[src/rtl/ds18b20_pkg.sv]
// Shared definitions for the DS18B20 conversion scheduler: command bytes,
// PHY operation codes and the scheduler state encoding.
package ds18b20_pkg;

   localparam logic [7:0] CMD_SKIP_ROM = 8'hCC;
   localparam logic [7:0] CMD_CONVERT  = 8'h44;
   localparam logic [7:0] CMD_READ_SP  = 8'hBE;

   typedef enum logic [1:0] {
      PHY_RESET = 2'd0,
      PHY_WRITE = 2'd1,
      PHY_READ  = 2'd2
   } phy_cmd_e;

   typedef enum logic [3:0] {
      ST_IDLE, ST_RST1, ST_SKIP1, ST_CONV, ST_WAIT, ST_RST2,
      ST_SKIP2, ST_RDCMD, ST_RDL, ST_RDH, ST_DONE, ST_GAP
   } state_e;

   function automatic logic is_phy_state(state_e s);
      return s inside {ST_RST1, ST_SKIP1, ST_CONV, ST_RST2,
                       ST_SKIP2, ST_RDCMD, ST_RDL, ST_RDH};
   endfunction

   function automatic phy_cmd_e cmd_of(state_e s);
      case (s)
         ST_RST1, ST_RST2: return PHY_RESET;
         ST_RDL, ST_RDH:   return PHY_READ;
         default:          return PHY_WRITE;
      endcase
   endfunction

   function automatic logic [7:0] wdata_of(state_e s);
      case (s)
         ST_SKIP1, ST_SKIP2: return CMD_SKIP_ROM;
         ST_CONV:            return CMD_CONVERT;
         ST_RDCMD:           return CMD_READ_SP;
         default:            return 8'h00;
      endcase
   endfunction

   // Successor of each PHY state once its transaction completes normally.
   function automatic state_e phy_next(state_e s);
      case (s)
         ST_RST1:  return ST_SKIP1;
         ST_SKIP1: return ST_CONV;
         ST_CONV:  return ST_WAIT;
         ST_RST2:  return ST_SKIP2;
         ST_SKIP2: return ST_RDCMD;
         ST_RDCMD: return ST_RDL;
         ST_RDL:   return ST_RDH;
         ST_RDH:   return ST_DONE;
         default:  return ST_IDLE;
      endcase
   endfunction

endpackage

[src/rtl/ds18b20_dly_cnt.sv]
// Terminal-count delay counter: counts from 0 while enabled and flags the
// cycle it reaches term, then restarts from 0.
module ds18b20_dly_cnt #(
   parameter int W = 32
) (
   input  logic         clk,
   input  logic         rst_n,
   input  logic         en,
   input  logic [W-1:0] term,
   output logic         tc
);

   logic [W-1:0] cnt_q, cnt_d;

   always_comb begin
      tc    = en && (cnt_q == term);
      cnt_d = (en && !tc) ? cnt_q + W'(1) : '0;
   end

   always_ff @(posedge clk) begin
      if (!rst_n) cnt_q <= '0;
      else        cnt_q <= cnt_d;
   end

endmodule

[src/rtl/ds18b20_sched.sv]
// DS18B20 conversion scheduler: drives the 1-wire byte PHY through
// reset/skip/convert, waits, reads the scratchpad and publishes the raw temperature.
module ds18b20_sched
   import ds18b20_pkg::*;
#(
   parameter int unsigned TIME_750ms = 37_499_999,
   parameter int unsigned AUTO_GAP   = 4_999_999
) (
   input  logic        clk,
   input  logic        rst_n,
   input  logic        start,
   input  logic        auto_en,
   output logic        phy_req,
   output logic [1:0]  phy_cmd,
   output logic [7:0]  phy_wdata,
   input  logic        phy_done,
   input  logic [7:0]  phy_rdata,
   input  logic        phy_presence,
   output logic [15:0] temp_raw,
   output logic        temp_valid,
   output logic        busy,
   output logic        err_np
);

   state_e      state_q, state_d;
   logic        phy_req_q, phy_req_d;
   logic [1:0]  phy_cmd_q, phy_cmd_d;
   logic [7:0]  phy_wdata_q, phy_wdata_d;
   logic [7:0]  lsb_q, lsb_d;
   logic [15:0] temp_raw_q, temp_raw_d;
   logic        temp_valid_q, temp_valid_d;
   logic        err_np_q, err_np_d;

   logic        xfer_done;
   logic        cnt_en, cnt_tc;
   logic [31:0] cnt_term;

   assign cnt_en   = (state_q == ST_WAIT) || (state_q == ST_GAP);
   assign cnt_term = (state_q == ST_WAIT) ? 32'(TIME_750ms) : 32'(AUTO_GAP);

   ds18b20_dly_cnt #(.W(32)) u_dly_cnt (
      .clk   (clk),
      .rst_n (rst_n),
      .en    (cnt_en),
      .term  (cnt_term),
      .tc    (cnt_tc)
   );

   // A completion only counts while our own request is outstanding.
   assign xfer_done = phy_req_q && phy_done;

   always_comb begin
      state_d      = state_q;
      phy_req_d    = 1'b0;
      phy_cmd_d    = phy_cmd_q;
      phy_wdata_d  = phy_wdata_q;
      lsb_d        = lsb_q;
      temp_raw_d   = temp_raw_q;
      temp_valid_d = 1'b0;
      err_np_d     = err_np_q;

      case (state_q)
         ST_IDLE: begin
            if (start || auto_en) begin
               state_d = ST_RST1;
               if (start) err_np_d = 1'b0;
            end
         end
         ST_WAIT: if (cnt_tc) state_d = ST_RST2;
         ST_DONE: state_d = auto_en ? ST_GAP : ST_IDLE;
         ST_GAP: begin
            if (!auto_en)    state_d = ST_IDLE;
            else if (cnt_tc) state_d = ST_RST1;
         end
         default: begin
            if (xfer_done) begin
               state_d = phy_next(state_q);
               if ((state_q == ST_RST1 || state_q == ST_RST2) && !phy_presence) begin
                  err_np_d = 1'b1;
                  state_d  = ST_IDLE;
               end
               if (state_q == ST_RDL) lsb_d = phy_rdata;
               if (state_q == ST_RDH) begin
                  temp_raw_d   = {phy_rdata, lsb_q};
                  temp_valid_d = 1'b1;
               end
            end
         end
      endcase

      // Request rises the cycle after a PHY state is entered and falls on completion.
      if (is_phy_state(state_q) && !xfer_done) begin
         phy_req_d   = 1'b1;
         phy_cmd_d   = cmd_of(state_q);
         phy_wdata_d = wdata_of(state_q);
      end
   end

   always_ff @(posedge clk) begin
      if (!rst_n) begin
         state_q      <= ST_IDLE;
         phy_req_q    <= 1'b0;
         phy_cmd_q    <= 2'd0;
         phy_wdata_q  <= 8'h00;
         lsb_q        <= 8'h00;
         temp_raw_q   <= 16'h0000;
         temp_valid_q <= 1'b0;
         err_np_q     <= 1'b0;
      end else begin
         state_q      <= state_d;
         phy_req_q    <= phy_req_d;
         phy_cmd_q    <= phy_cmd_d;
         phy_wdata_q  <= phy_wdata_d;
         lsb_q        <= lsb_d;
         temp_raw_q   <= temp_raw_d;
         temp_valid_q <= temp_valid_d;
         err_np_q     <= err_np_d;
      end
   end

   assign phy_req    = phy_req_q;
   assign phy_cmd    = phy_cmd_q;
   assign phy_wdata  = phy_wdata_q;
   assign temp_raw   = temp_raw_q;
   assign temp_valid = temp_valid_q;
   assign err_np     = err_np_q;
   assign busy       = (state_q != ST_IDLE) && (state_q != ST_GAP);

endmodule

[config.mk]
export PLATFORM = sky130hd
export DESIGN_NAME = ds18b20_sched
export DESIGN_NICKNAME = d
export VERILOG_FILES = /design/src/rtl/ds18b20_pkg.sv /design/src/rtl/ds18b20_dly_cnt.sv /design/src/rtl/ds18b20_sched.sv
export SDC_FILE = /design/constraint.sdc
export NUM_CORES = 1
export LEC_CHECK = 0
export BUFFER_PORTS_ARGS = -buffer_cell sky130_fd_sc_hd__buf_2
export CORE_MARGIN = 2
export CORE_UTILIZATION = 34
export DETAILED_ROUTE_END_ITERATION = 10
export GPL_TIMING_DRIVEN = 0
export PLACE_DENSITY_LB_ADDON = 0.1
export SKIP_LAST_GASP = 1
export SYNTH_ARGS = -nofsm -noshare
export SYNTH_HDL_FRONTEND = slang
export SYNTH_SLANG_ARGS = --single-unit
[constraint.sdc]
create_clock -name clk -period 5.9 [get_ports clk]
set_clock_uncertainty 0.05 [all_clocks]
set_input_delay 0.59 -clock clk [delete_from_list [all_inputs] [get_ports clk]]
set_output_delay 0.59 -clock clk [all_outputs]
set_load 0.005 [all_outputs]
==> results.md <==
- Main combinational cell family by area after synthesis: simple AND/OR/NAND/NOR gates
- Die Ht: 103 µm
- Fin. max-slew vios: 0
- Worst Max-Slew Pin Slew: 1.23 ns
- Critical Path AT: 3.74 ns
- Cell Pwr Density: 346 nW/µm²
- Reg2Reg Depth: 10
- Root Buffer: clkbuf_8
- R2r setup slk: 2.40 ns
- XOR/XNOR Fraction of Synth Area: 7.85%
- Flop pwr share: 40.6%
- Leakage: 1.40 nW
- Nature of the critical path endpoint: register
- Avg Synthesized Cell Area: 8.53 µm²
- Post-route ant nets: 0
- Main synth FF type: dfxtp_1
- Switching Fraction: 36.0%
- Cell Rows: 36
- Number of global-route vias before repair: 2651
- Outcome: finished, final reports clean
- First-pass GRT wire length: 12.8 mm
- DR vias: 2835
- Max Cap Violations: 0
- Final core occ: 40.4%
- Fin crit period: 3.50 ns
- Synth Register Bits: 73
- Worst min-delay path class: register to register
- Sw power: 487 µW
- Combinational share of power: 31.6%
- Crit path launch type: register
- # DRC: 0
- Critical-path maximum fanout: 9
- Peak supply drop: 0.104 mV
- Share of layout cells above drive strength 1: 17.8%
- Max Root-Sink Buffers: 2
- Post-CTS setup buffer count: 0
- Final TNS setup: 0 ns
- Final WL: 7.68 mm
- DP HPWL: 5.52 mm
- Critical path origin: state_q[2]
- Syn Nets: 411
- Yosys warns: 0
- Final setup vio count: 0
- Cell Int Power: 865 µW
- Max Fclk: 0.285 GHz
- Crit path kind: register to register
- Rel. slew slack: 17.2%
- Die width: 103 µm
- Crit Reg-Reg Startpoint: state_q[2]
- Synth Area in Adders: 1.87%
- Buffers added on ports: 42
- Fin crit share: 59.4%
- Layout area overhead: 16.8%
- Number of buffers created by CTS: 9
- Synth Area in Compound Gates: 11.2%
- Initial antenna violation count: 0
- CTS H-tree depth: 3
- Routed vias/inst: 4.86
- Ports: 44
- Routed len/inst: 13.2 µm
- Synth cell types: 60
- Hold-fix buffers, CTS: 0
- Placed cell areas: 3720 µm²
- Core Area: 9680 µm²
- Post-route cell area: 3910 µm²
- Pin count of the biggest net entering global routing: 16
- Most frequent cells in the layout: 73 x dfxtp_1, 57 x nand2_1, 55 x nor2_1, 46 x buf_2, 25 x a21oi_1
- WP data required: 6.14 ns
- FFs w/ async S/R, synth: 0%
- Seq/Total Area, Yosys: 43.7%
- Die area: 10700 µm²
- Ant. Diodes: 0
- Gr ovfl total: 0
- Simple logic cell fraction of the synthesized area: 27.0%
- Post-synth EDFFs: 0
- Post_cts resized: 0
- Gpl congestion: 0.788
- Initial Util: 34.5%
- TritonRoute pass-1 iters: 6
- Skew-Pair Late Insertion Delay: 0.35 ns
- Unrepaired setup endpoints after global routing: false
- Net count reported at finish: 464
- Most common cell after layout, fill and taps aside: dfxtp_1
- Clock share of power: 27.8%
- Post-Syn Instances: 392
- Clock sinks: 73
- Total track usage: 15.5%
- Drt first-iter violations: 48
- Fill cells: 994
- CTS tree: done
- Mapped cell area: 3350 µm²
- Hold Vio Cnt, Final: 0
- Mux contribution to synthesized area: 3.85%
- CTS clk-pin slew, worst paths: 0.09 ns
==> logic make-up after synthesis <==
family	after synthesis
simple gates	185
flops	73
compound gates	56
xor+xnor	30
buf+inv	30
mux	12
fa+ha+maj	5
other cells	1
==> how the worst min path moves through the flow <==
stage | start | to | slack (ns) | depth (start not counted)
6_report | lsb_q[0] | temp_raw[0] | 0.40 | 2
5_1_grt | start | err_np | 0.40 | 2
4_1_cts | start | err_np | 0.39 | 2
3_5_place_dp | lsb_q[0] | temp_raw[0] | 0.39 | 2
3_3_place_gp | lsb_q[0] | temp_raw[0] | 0.38 | 2
2_1_floorplan | u_dly_cnt.cnt_q[0] | u_dly_cnt.cnt_q[0] | 0.38 | 1
==> power by group through the flow <==
stage | clock network [mW] | logic, mW | registers, mW
detailed placement | 0 | 0.428 | 0.561
floorplan | 0 | 0.329 | 0.553
CTS | 0.391 | 0.429 | 0.550
finish | 0.375 | 0.427 | 0.549
global route | 0.417 | 0.481 | 0.554
global placement | 0 | 0.426 | 0.562
==> worst max-delay path, stage by stage (launching register included) <==
cell and delay [ns]:
dfxtp_1 0.52, nor4b_2 0.56, nand3_1 0.25, a2111oi_4 0.44
o21a_1 0.18, buf_6 0.14, mux2_4 0.31, nand2_1 0.10
ha_1 0.25, or4_1 0.51, a21oi_1 0.13
==> Yosys cell counts, drive strengths merged, types with 6 or more instances <==
master	count	area, µm²
buf	12	80.1
nand2	57	214
nand3	17	85.1
xor2	14	123
xnor2	16	140
a21oi	25	125
nor4	6	43.8
o21ai	6	30.0
nor3	9	45.0
nand4	8	50.1
inv	7	26.3
and3	10	62.6
nor2	55	206
dfxtp	73	1460
clkbuf	10	37.5
mux2i	11	114
==> flip-flops by register name, indices dropped and copies added, names as in the netlist, named ones only <==
name	count
u_dly_cnt.cnt_q	32
temp_raw	16
lsb_q	8
phy_wdata	4
state_q	4
phy_cmd	2
err_np	1
phy_req	1
temp_valid	1
==> routing by layer <==
metal,track usage [%],vias to the layer above,share of wire (%)
li1,-,1463,-
met1,20.6,1309,49
met2,24.4,50,45
met3,3.49,13,4.0
met4,6.48,0,1.8
met5,0,-,0
==> through the flow <==
stage                     setup WS [ns]  hold slack (ns)  cells  total power [mW]
after CTS                          2.33            0.394    583              1.37
after global routing               2.10            0.400    583              1.45
after floorplan                    2.79            0.376    392             0.882
after detailed placement           2.36            0.390    567             0.989
after global placement             2.40            0.385    567             0.988
final                              2.40            0.396    583              1.35
==> final cells by class <==
| cell class | instances | area [µm²] | area share (%) |
|---|---|---|---|
| plain buffers | 22 | 118 | 3.01 |
| clock buffers | 9 | 124 | 3.17 |
| clock inverters | 7 | 62.6 | 1.60 |
| inverters | 8 | 30.0 | 0.768 |
| multi-input cells | 289 | 1740 | 44.4 |
| flip-flops and latches | 73 | 1460 | 37.4 |
| well taps | 133 | 166 | 4.26 |
| repair buffers | 42 | 210 | 5.38 |
(Power assumes the default switching activity.)
